--- config.mk ---
export PLATFORM = sky130hd
export DESIGN_NAME = fetch_gshare
export DESIGN_NICKNAME = d
export VERILOG_FILES = /design/src/rtl/fetch_gshare.sv
export SDC_FILE = /design/constraint.sdc
export NUM_CORES = 1
export LEC_CHECK = 0
export ABC_AREA = 1
export BUFFER_PORTS_ARGS = -buffer_cell sky130_fd_sc_hd__buf_2
export CAP_MARGIN = 15
export CORE_MARGIN = 2
export CORE_UTILIZATION = 55
export CTS_BUF_LIST = sky130_fd_sc_hd__clkbuf_4 sky130_fd_sc_hd__clkbuf_8
export CTS_CLUSTER_DIAMETER = 150
export DETAILED_ROUTE_END_ITERATION = 16
export GPL_TIMING_DRIVEN = 0
export MAX_ROUTING_LAYER = met4
export PLACE_DENSITY = 0.84
export SYNTH_ARGS = -nofsm -noshare
export SYNTH_HDL_FRONTEND = slang
export SYNTH_SLANG_ARGS = --single-unit
export TNS_END_PERCENT = 20
--- constraint.sdc ---
create_clock -name clk -period 4.28 [get_ports clk]
set_clock_uncertainty 0.05 [all_clocks]
set_input_delay 0.428 -clock clk [delete_from_list [all_inputs] [get_ports clk]]
set_output_delay 0.428 -clock clk [all_outputs]
set_load 0.02 [all_outputs]
--- src/rtl/fetch_gshare.sv ---
// Single-outstanding instruction fetch unit with a gshare direction predictor.
// The predictor is built only when FETCH_GSHARE_BP_EN is defined; otherwise conditional branches fall through.
module fetch_gshare #(
  parameter logic [31:0] RESET_PC = 32'h1eceb000,
  parameter int          GHR_BITS = 4,
  parameter int          BHT_IDX  = 8
) (
  input  logic        clk,
  input  logic        rst,
  input  logic        fq_full,
  input  logic        branch_mispredict,
  input  logic [31:0] new_fetch_pc,
  input  logic [63:0] new_fetch_order,
  input  logic        br_update,
  input  logic [31:0] br_pc,
  input  logic        br_taken,
  input  logic [31:0] ufp_rdata,
  input  logic        ufp_resp,
  output logic [31:0] ufp_addr,
  output logic [3:0]  ufp_rmask,
  output logic        out_valid,
  output logic [31:0] out_inst,
  output logic [31:0] out_pc,
  output logic [63:0] out_order,
  output logic        out_pred_taken,
  output logic [1:0]  dbg_state
);

  typedef enum logic [1:0] {
    S_IDLE   = 2'd0,
    S_WAIT   = 2'd1,
    S_SQUASH = 2'd2
  } state_e;

  state_e      state_q, state_d;
  logic [31:0] pc_q, pc_d;
  logic [63:0] order_q, order_d;

  logic [6:0]  opcode;
  logic        is_br, is_jal, pred_br, take;
  logic [31:0] b_imm, j_imm, next_pc;
  logic        issue, deliver;

  assign opcode  = ufp_rdata[6:0];
  assign is_br   = (opcode == 7'b1100011);
  assign is_jal  = (opcode == 7'b1101111);
  assign b_imm   = {{20{ufp_rdata[31]}}, ufp_rdata[7], ufp_rdata[30:25], ufp_rdata[11:8], 1'b0};
  assign j_imm   = {{12{ufp_rdata[31]}}, ufp_rdata[19:12], ufp_rdata[20], ufp_rdata[30:21], 1'b0};
  assign take    = is_jal | (is_br & pred_br);
  assign next_pc = pc_q + (is_jal ? j_imm : ((is_br && pred_br) ? b_imm : 32'd4));

`ifdef FETCH_GSHARE_BP_EN
  localparam int BHT_N = 1 << BHT_IDX;

  logic [1:0]          bht_q [BHT_N];
  logic [GHR_BITS-1:0] ghr_q;
  logic [GHR_BITS:0]   ghr_shift;
  logic [BHT_IDX-1:0]  ghr_ext, lk_idx, up_idx;
  logic                unused_br_pc;

  always_comb begin
    ghr_ext = '0;
    ghr_ext[GHR_BITS-1:0] = ghr_q;
  end

  assign ghr_shift    = {ghr_q, br_taken};
  assign lk_idx       = pc_q[BHT_IDX+1:2] ^ ghr_ext;
  assign up_idx       = br_pc[BHT_IDX+1:2] ^ ghr_ext;
  // Lookup reads the registered table, so a same-cycle update to the same entry is not seen.
  assign pred_br      = bht_q[lk_idx][1];
  assign unused_br_pc = ^{br_pc[31:BHT_IDX+2], br_pc[1:0]};

  always_ff @(posedge clk or negedge rst) begin
    if (!rst) begin
      ghr_q <= '0;
      for (int i = 0; i < BHT_N; i++) bht_q[i] <= 2'b01;
    end else if (br_update) begin
      if (br_taken && bht_q[up_idx] != 2'b11) bht_q[up_idx] <= bht_q[up_idx] + 2'b01;
      else if (!br_taken && bht_q[up_idx] != 2'b00) bht_q[up_idx] <= bht_q[up_idx] - 2'b01;
      ghr_q <= ghr_shift[GHR_BITS-1:0];
    end
  end
`else
  logic unused_bp;
  assign pred_br   = 1'b0;
  assign unused_bp = ^{br_update, br_pc, br_taken};
`endif

  assign deliver = rst && (state_q == S_WAIT) && ufp_resp && !branch_mispredict;
  assign issue   = rst && !branch_mispredict && !fq_full &&
                   ((state_q == S_IDLE) || ((state_q == S_WAIT) && ufp_resp));

  always_comb begin
    state_d = state_q;
    pc_d    = pc_q;
    order_d = order_q;
    case (state_q)
      S_IDLE: begin
        if (branch_mispredict) begin
          pc_d    = new_fetch_pc;
          order_d = new_fetch_order + 64'd1;
        end else if (!fq_full) begin
          state_d = S_WAIT;
        end
      end
      S_WAIT: begin
        if (branch_mispredict) begin
          pc_d    = new_fetch_pc;
          order_d = new_fetch_order + 64'd1;
          state_d = ufp_resp ? S_IDLE : S_SQUASH;
        end else if (ufp_resp) begin
          pc_d    = next_pc;
          order_d = order_q + 64'd1;
          state_d = fq_full ? S_IDLE : S_WAIT;
        end
      end
      S_SQUASH: begin
        if (branch_mispredict) begin
          pc_d    = new_fetch_pc;
          order_d = new_fetch_order + 64'd1;
        end
        if (ufp_resp) state_d = S_IDLE;
      end
      default: state_d = S_IDLE;
    endcase
  end

  always_ff @(posedge clk or negedge rst) begin
    if (!rst) begin
      state_q <= S_IDLE;
      pc_q    <= RESET_PC;
      order_q <= '0;
    end else begin
      state_q <= state_d;
      pc_q    <= pc_d;
      order_q <= order_d;
    end
  end

  // Outputs are forced to zero while reset is held, even though pc_q sits at RESET_PC.
  assign ufp_rmask      = issue ? 4'hF : 4'h0;
  assign ufp_addr       = !rst ? 32'd0 : (deliver ? next_pc : pc_q);
  assign out_valid      = deliver;
  assign out_inst       = deliver ? ufp_rdata : 32'd0;
  assign out_pc         = deliver ? pc_q : 32'd0;
  assign out_order      = deliver ? order_q : 64'd0;
  assign out_pred_taken = deliver & take;
  assign dbg_state      = state_q;

endmodule

==> metrics.md <==
| Metric | Value |
|---|---|
| Outcome | finished, final reports clean |
| Initial antenna violation count | 0 |
| Int Pwr | 1.72 mW |
| Crit start category | input pin |
| Core Area | 0.0210 mm2 |
| Number of flops mapped to enable cells by yosys | 0 |
| H-tree Lvls | 3 |
| Sw Share | 45.9% |
| CTS tree | built |
| Total setup buffers inserted after CTS | 0 |
| Sequential share of the synthesized area | 20.9% |
| Bufs on Longest Clock Path | 2 |
| Area Growth Syn to Fin | 17.6% |
| Fin util | 66.0% |
| Vias per std cell | 6.01 |
| Final nets | 2,561 |
| Syn avg cell area | 5.72 um2 |
| Slowest stage delay, CP | 0.40 ns |
| # fillers | 2,142 |
| Most used flip-flop cell after synthesis | dfrtp_1 |
| Starting Density | 56.1% |
| FMAX | 246 MHz |
| Antenna Nets Post-Route | 0 |
| Reg clk slew, reported paths | 0.13 ns |
| Post-synth net total | 2,250 |
| Crit path kind | input pin to output pin |
| Final setup viols | 0 |
| CTS root buf | clkbuf_8 |
| Layout cells sized above 1 | 17.4% |
| CP dominant cell by count | nand2_1 |
| Critical Path End Type | output pin |
| IO Port Bufs | 300 |
| Post-route DRC violation count | 0 |
| Ys async rst share | 100% |
| Number of global-route vias before repair | 14,800 |
| Worst Path Max Fanout | 12 |
| Critical path arrival | 3.58 ns |
| Tcrit/Tclk final | 94.8% |
| PwrDens | 229 mW/mm2 |
| Hold WS | 0.0134 ns |
| IO Pins | 335 |
| Pin count of the biggest net entering global routing | 58 |
| Vias | 15,900 |
| Post-layout instance area | 0.0139 mm2 |
| Clk_lat worst skew | 0.42 ns |
| Post-Syn Area | 0.0118 mm2 |
| Slew of the pin with the lowest slew margin | 1.01 ns |
| Data required time of the worst path | 3.80 ns |
| Gate Count Post-Synth | 2,061 |
| Clock power frac | 20.9% |
| Psw | 1.46 mW |
| RSZ-0062 raised after global routing | false |
| Crit-path slowest cell | fa_1 |
| LEAKAGE | 7.28 nW |
| Power share of the combinational group | 40.3% |
| # rows | 53 |
| Dpl hpwl | 43.1 mm |
| N_diodes | 0 |
| Placed Area | 0.0137 mm2 |
| Pre-antenna DRT Iters | 6 |
| Unique masters post-synth | 55 |
| Crit path time final | 4.06 ns |
| First-pass GRT wire length | 79.1 mm |
| Global router's overall resource usage | 47.6% |
| Starting DRT DRC Count | 1,765 |
| Endpoints failing hold | 0 |
| Die ar. | 0.0226 mm2 |
| Final Wtd Congestion | 1.22 |
| Sequential power share | 38.8% |
| Seq cells post-synth | 98 |
| DRT Wirelength | 54.1 mm |
| Die span in y | 150 um |
| Synth Warn # | 0 |
| Hold crit path type | input pin to async pin |
| Maximum VDD drop | 0.144 mV |
| CTS Sinks | 98 |
| Overflow left after global routing | 0 |
| Die X-Extent | 150 um |
| Max-slew violations | 0 |
| Relative slew slack | 32.8% |
| Inserted Clock Buffers | 9 |
| # hold bufs at CTS | 0 |
| Max Cap Viol | 0 |
| Wire per inst | 20.4 um |
[synthesized netlist by cell type (13+ instances only)]
library cell  instances  area (um2)
nand2_1             475        1780
nor2_1              381        1430
inv_1               288        1080
nand3_1             165         826
o21ai_0             134         671
dfrtp_1              86        2150
a21oi_1              63         315
nor3_1               60         300
nand4_1              58         363
clkbuf_1             35         131
xor2_1               32         280
o22ai_1              25         156
o211ai_1             23         173
xnor2_1              23         201
ha_1                 21         263
buf_2                17        85.1
o21ai_1              17        85.1
a31oi_1              13        81.3
[final cells by class]
| cell class | count | area, um2 | area share, % |
|---|---|---|---|
| flip-flops and latches | 98 | 2470 | 17.8 |
| plain buffers | 68 | 328 | 2.36 |
| repair buffers | 301 | 1530 | 11.0 |
| well taps | 275 | 344 | 2.48 |
| inverters | 296 | 1110 | 8.01 |
| clock inverters | 3 | 22.5 | 0.162 |
| clock buffers | 13 | 173 | 1.24 |
| multi-input cells | 1598 | 7900 | 56.9 |
[registers in the layout, summed over array words and instances, names as in the netlist]
name	cells
pc_q	32
order_q	64
dbg_state	2
[stage by stage]
stage / setup TNS, ns / total power, mW / setup slack [ns] / instances
after global routing: 0 / 3.30 / 0.0106 / 2652
final: 0 / 3.17 / 0.221 / 2652
after global placement: -92.26 / 2.43 / -0.928 / 2636
after detailed placement: -0.00422 / 2.46 / -0.00422 / 2637
after floorplan: 0 / 1.99 / 0.845 / 2061
after CTS: 0 / 3.09 / 0.228 / 2652
[layout by cell type, fill, tap and decap left out, types with 9 or more instances in the layout]
cell	synthesis	final
nand2_1	475	475
nand3_1	165	165
nor2_1	381	380
xnor2_1	23	23
a21oi_1	63	63
o22ai_1	25	25
xor2_1	32	32
nand3b_1	9	9
o21ai_0	134	133
or2_2	9	9
dfrtp_1	86	86
o21ai_1	17	18
nand4_1	58	58
buf_2	17	316
nor3_1	60	60
inv_1	288	288
clkbuf_8	2	14
clkbuf_1	35	33
dfstp_2	12	12
o211ai_1	23	23
ha_1	21	21
a31oi_1	13	13
[what timing repair did]
| item | in CTS | in global routing |
|---|---|---|
| hold endpoints to repair | 0 | 0 |
| setup endpoints to repair | 1 | 7 |
| cloned | 0 | 0 |
| gates resized for setup | 0 | 5 |
[per-layer routing]
metal  global-route usage, %  wire length, um  vias to the layer above
met1                    52.2            18600                     7145
met3                    9.91             6650                      304
li1                        -                -                     7342
met5                       -                0                        -
met4                    36.1             4650                        0
met2                    75.9            24300                     1158
[worst max-delay path: cells and delay by family]
kind            cells  cell delay, ns
compound gates      1            0.12
fa+ha+maj           2            0.60
buf+inv             6            0.86
simple gates       16            1.55
[cells by family after synthesis]
logic type	after synthesis	synth area share (%)
buffers and inverters	365	12.2
DFF	98	20.9
adders and majority gates	22	2.40
AOI/OAI and AO/OA	305	14.7
xor gates and xnor gates	55	4.08
and+or+nand+nor	1216	45.7
[power groups by stage]
stage | Combinational (mW) | Clock [mW] | Sequential, mW
2_1_floorplan | 0.798 | 0 | 1.20
4_1_cts | 1.23 | 0.642 | 1.22
6_report | 1.28 | 0.662 | 1.23
3_3_place_gp | 1.20 | 0 | 1.23
5_1_grt | 1.38 | 0.677 | 1.24
3_5_place_dp | 1.23 | 0 | 1.24
[final timing paths]
kind / endpoint / cells past startpoint / startpoint / slack [ns]
min reg2reg: pc_q[27] / 2 / pc_q[27] / 0.44
max reg2reg: order_q[45] / 7 / dbg_state[0] / 1.52
min in group clk: dbg_state[1] / 2 / ufp_resp / 0.16
max: ufp_addr[29] / 25 / ufp_rdata[2] / 0.22
min: pc_q[5] / 1 / rst / 0.01
max in group asynchronous: order_q[23] / 2 / rst / 3.38
Power figures use the tool's default switching activity.
